--- src/rtl/wb_unit_if.sv ---
// Writeback-stage bus bundle.
// Groups the memory-stage slot (in_*), the long-latency result port (late_*) and the
// register-file write port (wb_*). The master side drives slots and late results and
// sees the ready signals and the write port. The slave side is wb_unit.
// Register-field encodings shared by the stage and its drivers are defined here.

`ifndef WB_UNIT_DEFINES
`define WB_UNIT_DEFINES
`define REG_ADDR_W      5
`define REG_W_SRC_WIDTH 2
`define REG_W_DST_WIDTH 2
`define REG_W_SRC_ALU   2'b00
`define REG_W_SRC_MEM   2'b01
`define REG_W_SRC_PCA4  2'b10
`define REG_W_DST_RD    2'b00
`define REG_W_DST_RT    2'b01
`define REG_W_DST_R31   2'b10
`endif

interface wb_unit_if #(
  parameter int unsigned W = 32
);
  // Memory-stage slot
  logic                         in_valid;
  logic                         in_ready;
  logic                         flush;
  logic                         reg_write_en;
  logic [`REG_W_SRC_WIDTH-1:0]  reg_write_src;
  logic [`REG_W_DST_WIDTH-1:0]  reg_write_dst;
  logic [`REG_ADDR_W-1:0]       rd;
  logic [`REG_ADDR_W-1:0]       rt;
  logic [W-1:0]                 alu_result;
  logic [W-1:0]                 mem_data;
  logic [W-1:0]                 pc;
  logic [1:0]                   mem_size;
  logic                         mem_signed;
  logic [1:0]                   mem_addr_lo;
  // Long-latency result port
  logic                         late_valid;
  logic                         late_ready;
  logic [`REG_ADDR_W-1:0]       late_addr;
  logic [W-1:0]                 late_data;
  // Register-file write port
  logic                         wb_en;
  logic [`REG_ADDR_W-1:0]       wb_addr;
  logic [W-1:0]                 wb_data;

  modport master (
    output in_valid, flush, reg_write_en, reg_write_src, reg_write_dst, rd, rt,
           alu_result, mem_data, pc, mem_size, mem_signed, mem_addr_lo,
           late_valid, late_addr, late_data,
    input  in_ready, late_ready, wb_en, wb_addr, wb_data
  );

  modport slave (
    input  in_valid, flush, reg_write_en, reg_write_src, reg_write_dst, rd, rt,
           alu_result, mem_data, pc, mem_size, mem_signed, mem_addr_lo,
           late_valid, late_addr, late_data,
    output in_ready, late_ready, wb_en, wb_addr, wb_data
  );
endinterface

--- src/rtl/wb_unit.sv ---
// Registered MIPS32 writeback stage.
// Holds one MEM/WB slot (address and data already resolved, loads already aligned and
// extended) and a small FIFO of long-latency results. A fixed-priority arbiter gives
// the single register-file write port to the stage slot first, then to the FIFO head.
// Ports:
//   clk  - clock
//   rst  - asynchronous active-high reset
//   bus  - wb_unit_if.slave: memory-stage slot in, late results in, write port out

module wb_unit #(
  parameter int unsigned W          = 32,
  parameter int unsigned LATE_DEPTH = 4
) (
  input logic       clk,
  input logic       rst,
  wb_unit_if.slave  bus
);

  localparam int unsigned AW = `REG_ADDR_W;
  localparam int unsigned PW = $clog2(LATE_DEPTH);
  localparam int unsigned CW = PW + 1;

  // Stage register
  logic          r_valid;
  logic [AW-1:0] r_addr;
  logic [W-1:0]  r_data;

  // Late-result FIFO
  logic [AW-1:0] r_fifo_addr [LATE_DEPTH];
  logic [W-1:0]  r_fifo_data [LATE_DEPTH];
  logic [PW-1:0] r_wr_ptr;
  logic [PW-1:0] r_rd_ptr;
  logic [CW-1:0] r_count;

  logic          w_full;
  logic          w_empty;
  logic          w_push;
  logic          w_pop;
  logic [AW-1:0] w_addr;
  logic [W-1:0]  w_data;
  logic [W-1:0]  w_load;
  logic [7:0]    w_byte;
  logic [15:0]   w_half;
  logic          w_slot_writes;

  assign w_full  = (r_count == CW'(LATE_DEPTH));
  assign w_empty = (r_count == '0);

  assign bus.in_ready   = !w_full;
  assign bus.late_ready = !w_full;

  // Destination resolution
  always_comb begin
    w_addr = '0;
    case (bus.reg_write_dst)
      `REG_W_DST_RD:  w_addr = bus.rd;
      `REG_W_DST_RT:  w_addr = bus.rt;
      `REG_W_DST_R31: w_addr = AW'(31);
      default:        w_addr = '0;
    endcase
  end

  // Little-endian load lane select and extension
  always_comb begin
    w_byte = 8'h00;
    unique case (bus.mem_addr_lo)
      2'd0: w_byte = bus.mem_data[7:0];
      2'd1: w_byte = bus.mem_data[15:8];
      2'd2: w_byte = bus.mem_data[23:16];
      2'd3: w_byte = bus.mem_data[31:24];
    endcase
    w_half = bus.mem_addr_lo[1] ? bus.mem_data[31:16] : bus.mem_data[15:0];
    case (bus.mem_size)
      2'b10:   w_load = bus.mem_signed ? {{(W-8){w_byte[7]}}, w_byte}
                                       : {{(W-8){1'b0}}, w_byte};
      2'b01:   w_load = bus.mem_signed ? {{(W-16){w_half[15]}}, w_half}
                                       : {{(W-16){1'b0}}, w_half};
      default: w_load = bus.mem_data;
    endcase
  end

  // Data resolution
  always_comb begin
    w_data = '0;
    case (bus.reg_write_src)
      `REG_W_SRC_ALU:  w_data = bus.alu_result;
      `REG_W_SRC_MEM:  w_data = w_load;
      `REG_W_SRC_PCA4: w_data = bus.pc + W'(4);
      default:         w_data = '0;
    endcase
  end

  // Non-writing slots are folded into valid=0 so the arbiter only checks one bit.
  assign w_slot_writes = bus.in_valid && !bus.flush && bus.reg_write_en && (w_addr != '0);

  always_ff @(posedge clk or posedge rst) begin
    if (rst) begin
      r_valid <= 1'b0;
      r_addr  <= '0;
      r_data  <= '0;
    end else if (!w_full) begin
      r_valid <= w_slot_writes;
      r_addr  <= w_addr;
      r_data  <= w_data;
    end else begin
      // Bubble while the FIFO is full so it can drain; upstream holds its slot.
      r_valid <= 1'b0;
    end
  end

  // Address-0 late results are acknowledged but never stored.
  assign w_push = bus.late_valid && !w_full && (bus.late_addr != '0);
  assign w_pop  = !r_valid && !w_empty;

  always_ff @(posedge clk) begin
    if (w_push) begin
      r_fifo_addr[r_wr_ptr] <= bus.late_addr;
      r_fifo_data[r_wr_ptr] <= bus.late_data;
    end
  end

  always_ff @(posedge clk or posedge rst) begin
    if (rst) begin
      r_wr_ptr <= '0;
      r_rd_ptr <= '0;
      r_count  <= '0;
    end else begin
      if (w_push) r_wr_ptr <= r_wr_ptr + 1'b1;
      if (w_pop)  r_rd_ptr <= r_rd_ptr + 1'b1;
      if (w_push && !w_pop)      r_count <= r_count + 1'b1;
      else if (w_pop && !w_push) r_count <= r_count - 1'b1;
    end
  end

  // Fixed-priority write-port arbiter
  always_comb begin
    bus.wb_en   = 1'b0;
    bus.wb_addr = '0;
    bus.wb_data = '0;
    if (r_valid) begin
      bus.wb_en   = 1'b1;
      bus.wb_addr = r_addr;
      bus.wb_data = r_data;
    end else if (!w_empty) begin
      bus.wb_en   = 1'b1;
      bus.wb_addr = r_fifo_addr[r_rd_ptr];
      bus.wb_data = r_fifo_data[r_rd_ptr];
    end
  end

endmodule

--- src/flat_wrapper.sv ---
// flat-port wrapper written by rule: the top's interface ports become plain ports
module wb_unit_flat 
#(
  parameter int unsigned W          = 32,
  parameter int unsigned LATE_DEPTH = 4
)
  (clk, rst, bus_in_valid, bus_flush, bus_reg_write_en, bus_reg_write_src, bus_reg_write_dst, bus_rd, bus_rt, bus_alu_result, bus_mem_data, bus_pc, bus_mem_size, bus_mem_signed, bus_mem_addr_lo, bus_late_valid, bus_late_addr, bus_late_data, bus_in_ready, bus_late_ready, bus_wb_en, bus_wb_addr, bus_wb_data);
  wb_unit_if #(.W(W)) bus_i ();
  input logic clk;
  input logic rst;
  input wire logic [$bits(bus_i.in_valid)-1:0] bus_in_valid;
  input wire logic [$bits(bus_i.flush)-1:0] bus_flush;
  input wire logic [$bits(bus_i.reg_write_en)-1:0] bus_reg_write_en;
  input wire logic [$bits(bus_i.reg_write_src)-1:0] bus_reg_write_src;
  input wire logic [$bits(bus_i.reg_write_dst)-1:0] bus_reg_write_dst;
  input wire logic [$bits(bus_i.rd)-1:0] bus_rd;
  input wire logic [$bits(bus_i.rt)-1:0] bus_rt;
  input wire logic [$bits(bus_i.alu_result)-1:0] bus_alu_result;
  input wire logic [$bits(bus_i.mem_data)-1:0] bus_mem_data;
  input wire logic [$bits(bus_i.pc)-1:0] bus_pc;
  input wire logic [$bits(bus_i.mem_size)-1:0] bus_mem_size;
  input wire logic [$bits(bus_i.mem_signed)-1:0] bus_mem_signed;
  input wire logic [$bits(bus_i.mem_addr_lo)-1:0] bus_mem_addr_lo;
  input wire logic [$bits(bus_i.late_valid)-1:0] bus_late_valid;
  input wire logic [$bits(bus_i.late_addr)-1:0] bus_late_addr;
  input wire logic [$bits(bus_i.late_data)-1:0] bus_late_data;
  output wire logic [$bits(bus_i.in_ready)-1:0] bus_in_ready;
  output wire logic [$bits(bus_i.late_ready)-1:0] bus_late_ready;
  output wire logic [$bits(bus_i.wb_en)-1:0] bus_wb_en;
  output wire logic [$bits(bus_i.wb_addr)-1:0] bus_wb_addr;
  output wire logic [$bits(bus_i.wb_data)-1:0] bus_wb_data;
  assign bus_i.in_valid = bus_in_valid;
  assign bus_i.flush = bus_flush;
  assign bus_i.reg_write_en = bus_reg_write_en;
  assign bus_i.reg_write_src = bus_reg_write_src;
  assign bus_i.reg_write_dst = bus_reg_write_dst;
  assign bus_i.rd = bus_rd;
  assign bus_i.rt = bus_rt;
  assign bus_i.alu_result = bus_alu_result;
  assign bus_i.mem_data = bus_mem_data;
  assign bus_i.pc = bus_pc;
  assign bus_i.mem_size = bus_mem_size;
  assign bus_i.mem_signed = bus_mem_signed;
  assign bus_i.mem_addr_lo = bus_mem_addr_lo;
  assign bus_i.late_valid = bus_late_valid;
  assign bus_i.late_addr = bus_late_addr;
  assign bus_i.late_data = bus_late_data;
  assign bus_in_ready = bus_i.in_ready;
  assign bus_late_ready = bus_i.late_ready;
  assign bus_wb_en = bus_i.wb_en;
  assign bus_wb_addr = bus_i.wb_addr;
  assign bus_wb_data = bus_i.wb_data;
  wb_unit #(.W(W), .LATE_DEPTH(LATE_DEPTH)) u_core (.clk(clk), .rst(rst), .bus(bus_i));
endmodule
--- config.mk ---
export PLATFORM = sky130hd
export DESIGN_NAME = wb_unit_flat
export DESIGN_NICKNAME = d
export VERILOG_FILES = /design/src/rtl/wb_unit_if.sv /design/src/rtl/wb_unit.sv /design/src/flat_wrapper.sv
export SDC_FILE = /design/constraint.sdc
export NUM_CORES = 1
export LEC_CHECK = 0
export CORE_ASPECT_RATIO = 0.8
export CORE_MARGIN = 8
export CORE_UTILIZATION = 48
export CTS_BUF_LIST = sky130_fd_sc_hd__clkbuf_2 sky130_fd_sc_hd__clkbuf_4 sky130_fd_sc_hd__clkbuf_8
export CTS_CLUSTER_SIZE = 12
export DETAILED_ROUTE_END_ITERATION = 10
export PLACE_DENSITY = 0.83
export RECOVER_POWER = 50
export SETUP_SLACK_MARGIN = 0.1
export SLEW_MARGIN = 30
export SYNTH_ARGS = -nofsm -noshare
export SYNTH_HDL_FRONTEND = slang
export SYNTH_SLANG_ARGS = --single-unit
--- constraint.sdc ---
create_clock -name clk -period 2.1 [get_ports clk]
set_input_delay 0.21 -clock clk [delete_from_list [all_inputs] [get_ports clk]]
set_output_delay 0.21 -clock clk [all_outputs]
set_load 0.05 [all_outputs]
==> key figures, run 1 <==
Detailed routing
  – Remaining number of nets flagged by the antenna check after routing: 0
  – Sum of routed wire length over all layers: 30.7 mm
  – First drt pass iteration count: 5
  – Residual DRC count: 0
  – Avg Vias per Cell: 6.07
  – Starting DRT DRC Count: 699
  – Wire per inst: 25.0 µm
  – Detailed-route via count: 7461

Critical path
  – Number of cells on the critical path: 5
  – Worst Setup SP: u_core.r_rd_ptr[0]
  – Required time worst endpoint: 1.89 ns
  – Critical path capture point: bus_wb_addr[1]
  – Cell-by-cell listing of the critical path: buf_12, clkbuf_16, mux4_2, a22o_1, buf_12
  – Maximum fanout count along the critical path: 9
  – Worst endpoint data arrival time: 2.14 ns
  – Reg2reg setup slack: -0.13 ns
  – CP bufs+invs: 3
  – Cell with the biggest individual delay on the critical path: sky130_fd_sc_hd__mux4_2
  – Sort of element at the start of the critical path: register
  – Most common cell on crit path: sky130_fd_sc_hd__buf_12
  – Delay contributed by the slowest stage of the critical path: 0.52 ns
  – Length in cells of the worst reg-to-reg path: 7
  – Kind of end point of the critical path: output pin
  – Worst reg2reg path startpoint: u_core.r_count[1]
  – Category of the critical setup timing path: register to output pin
  – Cell type group with the largest total delay on the critical path: multiplexers
  – Worst R2R End: u_core.r_data[11]

Yosys
  – Most common cell in the synthesized netlist: sky130_fd_sc_hd__edfxtp_1
  – Synthesis-stage register bit count: 193
  – Sequential cell area fraction in the yosys report: 59.0%
  – EDFF count, synth: 148
  – Largest cells by area after synthesis: sky130_fd_sc_hd__edfxtp_1, sky130_fd_sc_hd__dfrtp_1, sky130_fd_sc_hd__mux4_2
  – Mapped Area: 0.00944 mm²
  – Average cell area after synthesis: 13.8 µm²
  – Net count after synthesis: 853
  – Top cell types by occurrence after synthesis: sky130_fd_sc_hd__edfxtp_1, sky130_fd_sc_hd__a22o_1, sky130_fd_sc_hd__dfrtp_1, sky130_fd_sc_hd__o21ai_0
  – Fraction of synthesized cell area taken by the top area cell type: 47.1%
  – Number of cells produced by synthesis: 686
  – Largest area contributor in the synthesized netlist: sky130_fd_sc_hd__edfxtp_1
  – Async set or reset register ratio after synthesis: 23.3%
  – Commonest register cell after synthesis: sky130_fd_sc_hd__edfxtp_1
  – Post-synthesis cell type count: 63
  – Synth warn: 0

GRT
  – Global-route wire length before repair: 45.2 mm
  – Via count of the first global-routing pass: 7562
  – Global route total overflow: 0
  – Pin count of the biggest net entering global routing: 50
  – All-layer global routing usage: 24.4%
  – Antenna violations before repair: 0

Pwr
  – Static power due to leakage: 5.03 nW
  – Worst voltage drop across the vdd grid: 1.30 mV
  – Pwr/cell area: 1300 mW/mm²

CTS
  – TritonCTS buffer count: 17
  – Clk Tree Root Cell: sky130_fd_sc_hd__clkbuf_8
  – Clock-pin slew of the registers on the worst-case setup and hold paths: 0.09 ns
  – Skew-Pair Late Insertion Delay: 0.48 ns
  – H-tree depth: 4
  – Number of buffers on the longest clock path: 2
  – Clock sink total: 193
  – TritonCTS clock tree: built
  – Hold_buf cts: 0

Die
  – Placeable core region: 0.0196 mm²
  – Die ar.: 0.0244 mm²
  – Width of the die: 173 µm
  – Site Rows: 46
  – Initial Util: 48.2%
  – Die height: 141 µm
  – Count of pins on the block boundary: 198

Timing
  – Worst Hold Margin: 0.326 ns
  – Worst max-slew margin expressed relative to the limit: 10.4%
  – Final count of hold timing violations: 0
  – Slew Limit Fails: 0
  – Worst slew pin tran: 1.34 ns
  – # setup viols final: 49
  – Final WS setup: -0.250 ns
  – Max frequency: 425 MHz
  – Setup repair after global routing missed its margin: true
  – Period utilisation layout: 112%
  – Final critical path time including I/O delays and setup: 2.35 ns
  – Setup TNS: -8.52 ns
  – Layout Skew: 0.0161 ns

Final layout
  – Relative area change from synthesis to final layout: 41.4%
  – Ant. Diodes: 0
  – Net count, final: 1119
  – Final Instance Area: 0.0134 mm²
  – Share of layout cells above drive strength 1: 24.5%

Place
  – Placer's final routability congestion estimate: 0.948
  – Port Buffer Count: 197
  – Area post-placement: 0.0128 mm²
  – Detailed placement HPWL: 22.6 mm

Worst hold path
  – Min-Delay Path Class: input pin to register

Run status
  – Violations in the final reports: negative setup slack
  – Status: finished, violations left

Run
  – Number of maximum-capacitance constraint violations: 0
==> tightest hold or removal path, delay by kind of cell <==
kind / cells / cell delay (ns)
simple gates: 2 / 0.16
buf+inv: 1 / 0.40
==> kinds of logic after synthesis <==
logic type,synth area share [%]
xor gates and xnor gates,3.06
AOI/OAI and AO/OA,14.5
buffers and inverters,2.96
and+or+nand+nor,7.95
DFF,59.0
muxes,11.3
adders and majority gates,1.27
==> cell type report <==
cell class,instances,area [µm²]
flip-flops and latches,193,5570
multi-input cells,428,3690
repair buffers,290,3270
clock buffers,17,234
clock inverters,15,171
fillers,1368,6210
well taps,264,330
inverters,22,83.8
==> power by group <==
part           switching [mW]  internal (mW)
sequential              0.422           5.04
clock                    1.46          0.996
combinational            4.91           4.59
total                    6.80           10.6
==> cell usage in the layout, fill, tap and decap left out, drive strengths merged, types with 5 or more instances in the layout <==
master / instances
clkinv: 9
buf: 125
inv: 25
o211ai: 14
mux4: 40
and3: 12
xor2: 21
a22o: 49
clkbuf: 25
o21ai: 39
mux2i: 6
o221ai: 8
ha: 8
dlygate4sd3: 38
nand2: 34
dfrtp: 45
and2: 8
clkdlybuf4s50: 119
nor4: 5
xnor2: 12
a21o: 5
nand3: 10
a22oi: 18
nand4: 12
nor3: 10
nor2: 30
a21oi: 38
mux2: 8
edfxtp: 148
==> per-stage QoR <==
step / setup WS (ns) / utilization (%) / cells / power, mW
detailed placement: -0.299 / 65.4 / 1189 / 14.7
finish: -0.250 / 68.2 / 1229 / 17.4
CTS: -0.281 / 67.7 / 1221 / 17.2
global placement: -0.260 / 65.4 / 1189 / 14.5
floorplan: 0.0959 / - / 686 / 10.3
global route: -0.311 / 68.2 / 1229 / 18.0
==> worst min path at each step <==
stage	start	to	slack (ns)	cells after the start
after detailed placement	u_core.r_addr[2]	u_core.r_addr[2]	0.48	2
after global routing	bus_reg_write_en	u_core.r_valid	0.33	3
after global placement	u_core.r_addr[3]	u_core.r_addr[3]	0.47	2
after CTS	rst	u_core.r_addr[1]	0.08	3
after floorplan	bus_late_addr[0]	u_core.r_fifo_addr[0][0]	0.31	0
final	bus_reg_write_en	u_core.r_valid	0.33	3
==> flip-flops by register name, indices dropped and copies added, names as in the netlist <==
register            flops
u_core.r_wr_ptr         2
u_core.r_valid          1
u_core.r_fifo_data    128
u_core.r_count          3
u_core.r_fifo_addr     20
u_core.r_rd_ptr         2
u_core.r_data          32
u_core.r_addr           5
==> repair_timing <==
item	in CTS	in global routing
setup endpoints to repair	41	42
cloned	0	1
buffers inserted	0	7
gates resized for setup	6	19
pin swaps	1	6
==> layer usage <==
metal / vias to the layer above / wire (µm) / global-route usage [%] / part of all wire, %
li1: 3269 / - / - / -
met1: 3721 / 12900 / 33.0 / 42
met2: 417 / 14300 / 38.2 / 47
met3: 54 / 2550 / 5.79 / 8.3
met4: 0 / 890 / 9.01 / 2.9
met5: - / 0 / 0 / 0
No activity file was read; power rests on OpenSTA's default activity.
==> inputs of run 2 (changes only) <==
PLACE_DENSITY = 0.8   (was 0.83)
clock period = 2.8 ns   (was 2.1 ns; I/O delays follow)
==> key figures, run 2 (synthesis results as in run 1) <==
Run status
  – Status: completed

Detailed routing
  – Sum of routed wire length over all layers: 28.6 mm
  – Residual DRC count: 0
  – Total met3 wirelength after detailed routing: 2.45 mm
  – Wire length on met2: 13.3 mm
  – Length of routed wiring on met1: 12.3 mm
  – Detailed-route via count: 7034
  – Avg Vias per Cell: 6.06
  – Uppermost layer routed: met5
  – Remaining number of nets flagged by the antenna check after routing: 0
  – Wire per inst: 24.6 µm
  – Starting DRT DRC Count: 857
  – First drt pass iteration count: 5

CTS
  – Setup fix buffers added after clock tree synthesis: 0
  – TritonCTS clock tree: built
  – Hold_buf cts: 0
  – Number of buffers on the longest clock path: 2
  – Clock sink total: 193
  – TritonCTS buffer count: 17
  – H-tree depth: 4
  – Clk Tree Root Cell: sky130_fd_sc_hd__clkbuf_8
  – Clock-pin slew of the registers on the worst-case setup and hold paths: 0.10 ns
  – Count of instances resized after the clock tree is built: 0
  – Skew-Pair Late Insertion Delay: 0.47 ns

Die
  – Die ar.: 0.0244 mm²
  – Site Rows: 46
  – Placeable core region: 0.0196 mm²
  – Count of pins on the block boundary: 198
  – Initial Util: 48.2%
  – Die height: 141 µm
  – Width of the die: 173 µm

Final layout
  – Share of layout cells above drive strength 1: 17.0%
  – Largest registers: u_core.r_fifo_data (128), u_core.r_data (32), u_core.r_fifo_addr (20)
  – Relative area change from synthesis to final layout: 32.5%
  – Leading cell type in the layout, fill and taps excluded: sky130_fd_sc_hd__edfxtp_1
  – Net count, final: 1050
  – Max reg flops: 128
  – Commonest cells after routing, fill and taps aside: sky130_fd_sc_hd__edfxtp_1, sky130_fd_sc_hd__clkdlybuf4s50_1, sky130_fd_sc_hd__a22o_1, sky130_fd_sc_hd__dfrtp_1, sky130_fd_sc_hd__buf_12
  – Register ranked first by flip-flop count: u_core.r_fifo_data

Pwr
  – Internal portion of total power: 7.50 mW
  – Switching share of power: 39.1%
  – Part of the power in combinational logic: 52.9%
  – Pwr Total: 12.3 mW
  – Static power due to leakage: 4.58 nW
  – Clock group share of total power: 14.0%
  – Pwr/cell area: 985 mW/mm²
  – Worst voltage drop across the vdd grid: 0.840 mV
  – Switching power: 4.82 mW
  – Relative contribution of sequential cells to total power: 33.1%

Critical path
  – Sort of element at the start of the critical path: register
  – Category of the critical setup timing path: register to register
  – Length in cells of the worst reg-to-reg path: 6
  – Kind of end point of the critical path: register
  – Required time worst endpoint: 2.95 ns
  – Worst Setup SP: u_core.r_count[2]
  – Reg2reg setup slack: 0.31 ns
  – Worst R2R End: u_core.r_fifo_data[0][11]
  – Worst endpoint data arrival time: 2.64 ns
  – Worst reg2reg path startpoint: u_core.r_count[2]
  – Maximum fanout count along the critical path: 31

Timing
  – Worst slew pin tran: 1.14 ns
  – Layout Skew: 0.0156 ns
  – Slew Limit Fails: 0
  – Final count of hold timing violations: 0
  – Final WS setup: 0.312 ns
  – Worst max-slew margin expressed relative to the limit: 24.1%
  – Final critical path time including I/O delays and setup: 2.49 ns
  – Setup TNS: 0 ns
  – # setup viols final: 0
  – Period utilisation layout: 88.9%
  – Setup repair after global routing missed its margin: false
  – Max frequency: 402 MHz

Place
  – Port Buffer Count: 197
  – Placer's final routability congestion estimate: 0.942
  – Worst Setup Slack post-DPL: 0.213 ns
  – Detailed placement HPWL: 21.0 mm

GRT
  – Global-route wire length before repair: 43.0 mm
  – Antenna violations before repair: 2
  – Pin count of the biggest net entering global routing: 40
  – All-layer global routing usage: 23.2%
  – Global route total overflow: 0
  – Via count of the first global-routing pass: 7213

Run
  – Number of maximum-capacitance constraint violations: 0

Worst hold path
  – Min-Delay Path Class: input pin to asynchronous set/reset pin
[run 2: cell types whose count changed in the layout (fill, tap and decap cells not counted), moves of 3 or more]
cell	change
sky130_fd_sc_hd__buf_4	-49
sky130_fd_sc_hd__a22o_4	-4
sky130_fd_sc_hd__clkinv_8	-3
sky130_fd_sc_hd__and2_4	-4
sky130_fd_sc_hd__a22o_1	+4
sky130_fd_sc_hd__buf_12	-13
sky130_fd_sc_hd__buf_6	-3
[run 2: area by class of cell]
class	count	area [µm²]
fill	1528	7050
sequential	193	5570
multi-input combinational	428	3600
timing repair buffer	221	2560
tap	264	330
clock buffer	17	234
clock inverter	15	133
inverter	22	82.6
antenna	1	2.50
[run 2: power groups by stage]
stage	registers, mW	clock network [mW]	logic [mW]
6_report	4.08	1.72	6.52
2_1_floorplan	4.01	0	3.66
3_3_place_gp	4.11	0	6.52
3_5_place_dp	4.14	0	6.58
5_1_grt	4.13	1.87	6.81
4_1_cts	4.08	1.76	6.61
[run 2: worst max path at each step]
stage	endpoint	cells after the start	slack, ns
detailed placement	u_core.r_count[1]	7	0.21
finish	u_core.r_fifo_data[0][11]	6	0.31
global placement	u_core.r_count[1]	7	0.27
CTS	bus_wb_data[20]	5	0.30
global route	u_core.r_fifo_data[0][11]	6	0.18
floorplan	u_core.r_fifo_addr[0][0]	4	0.49
[run 2: metrics by stage]
step	util (%)	hold slack [ns]	area [µm²]	std cells
5_1_grt	63.9	0.357	12500	1160
6_report	64.0	0.324	12500	1161
2_1_floorplan	-	0.379	9440	686
3_5_place_dp	62.2	0.478	12200	1128
3_3_place_gp	62.2	0.463	12200	1128
4_1_cts	64.1	0.0822	12500	1160
[run 2: worst max-delay path: stages, from the launching register on]
cell                       delay, ns
sky130_fd_sc_hd__dfrtp_1        0.42
sky130_fd_sc_hd__nor3b_1        0.17
sky130_fd_sc_hd__clkinv_1       0.08
sky130_fd_sc_hd__o311a_1        0.18
sky130_fd_sc_hd__clkbuf_1       0.30
sky130_fd_sc_hd__and2_0         0.66
sky130_fd_sc_hd__buf_12         0.32
[run 2: routing by layer]
metal / up-vias / global-route usage [%]
li1: 3116 / -
met3: 49 / 5.84
met1: 3471 / 31.6
met4: 2 / 6.66
met5: - / 0
met2: 396 / 36.6
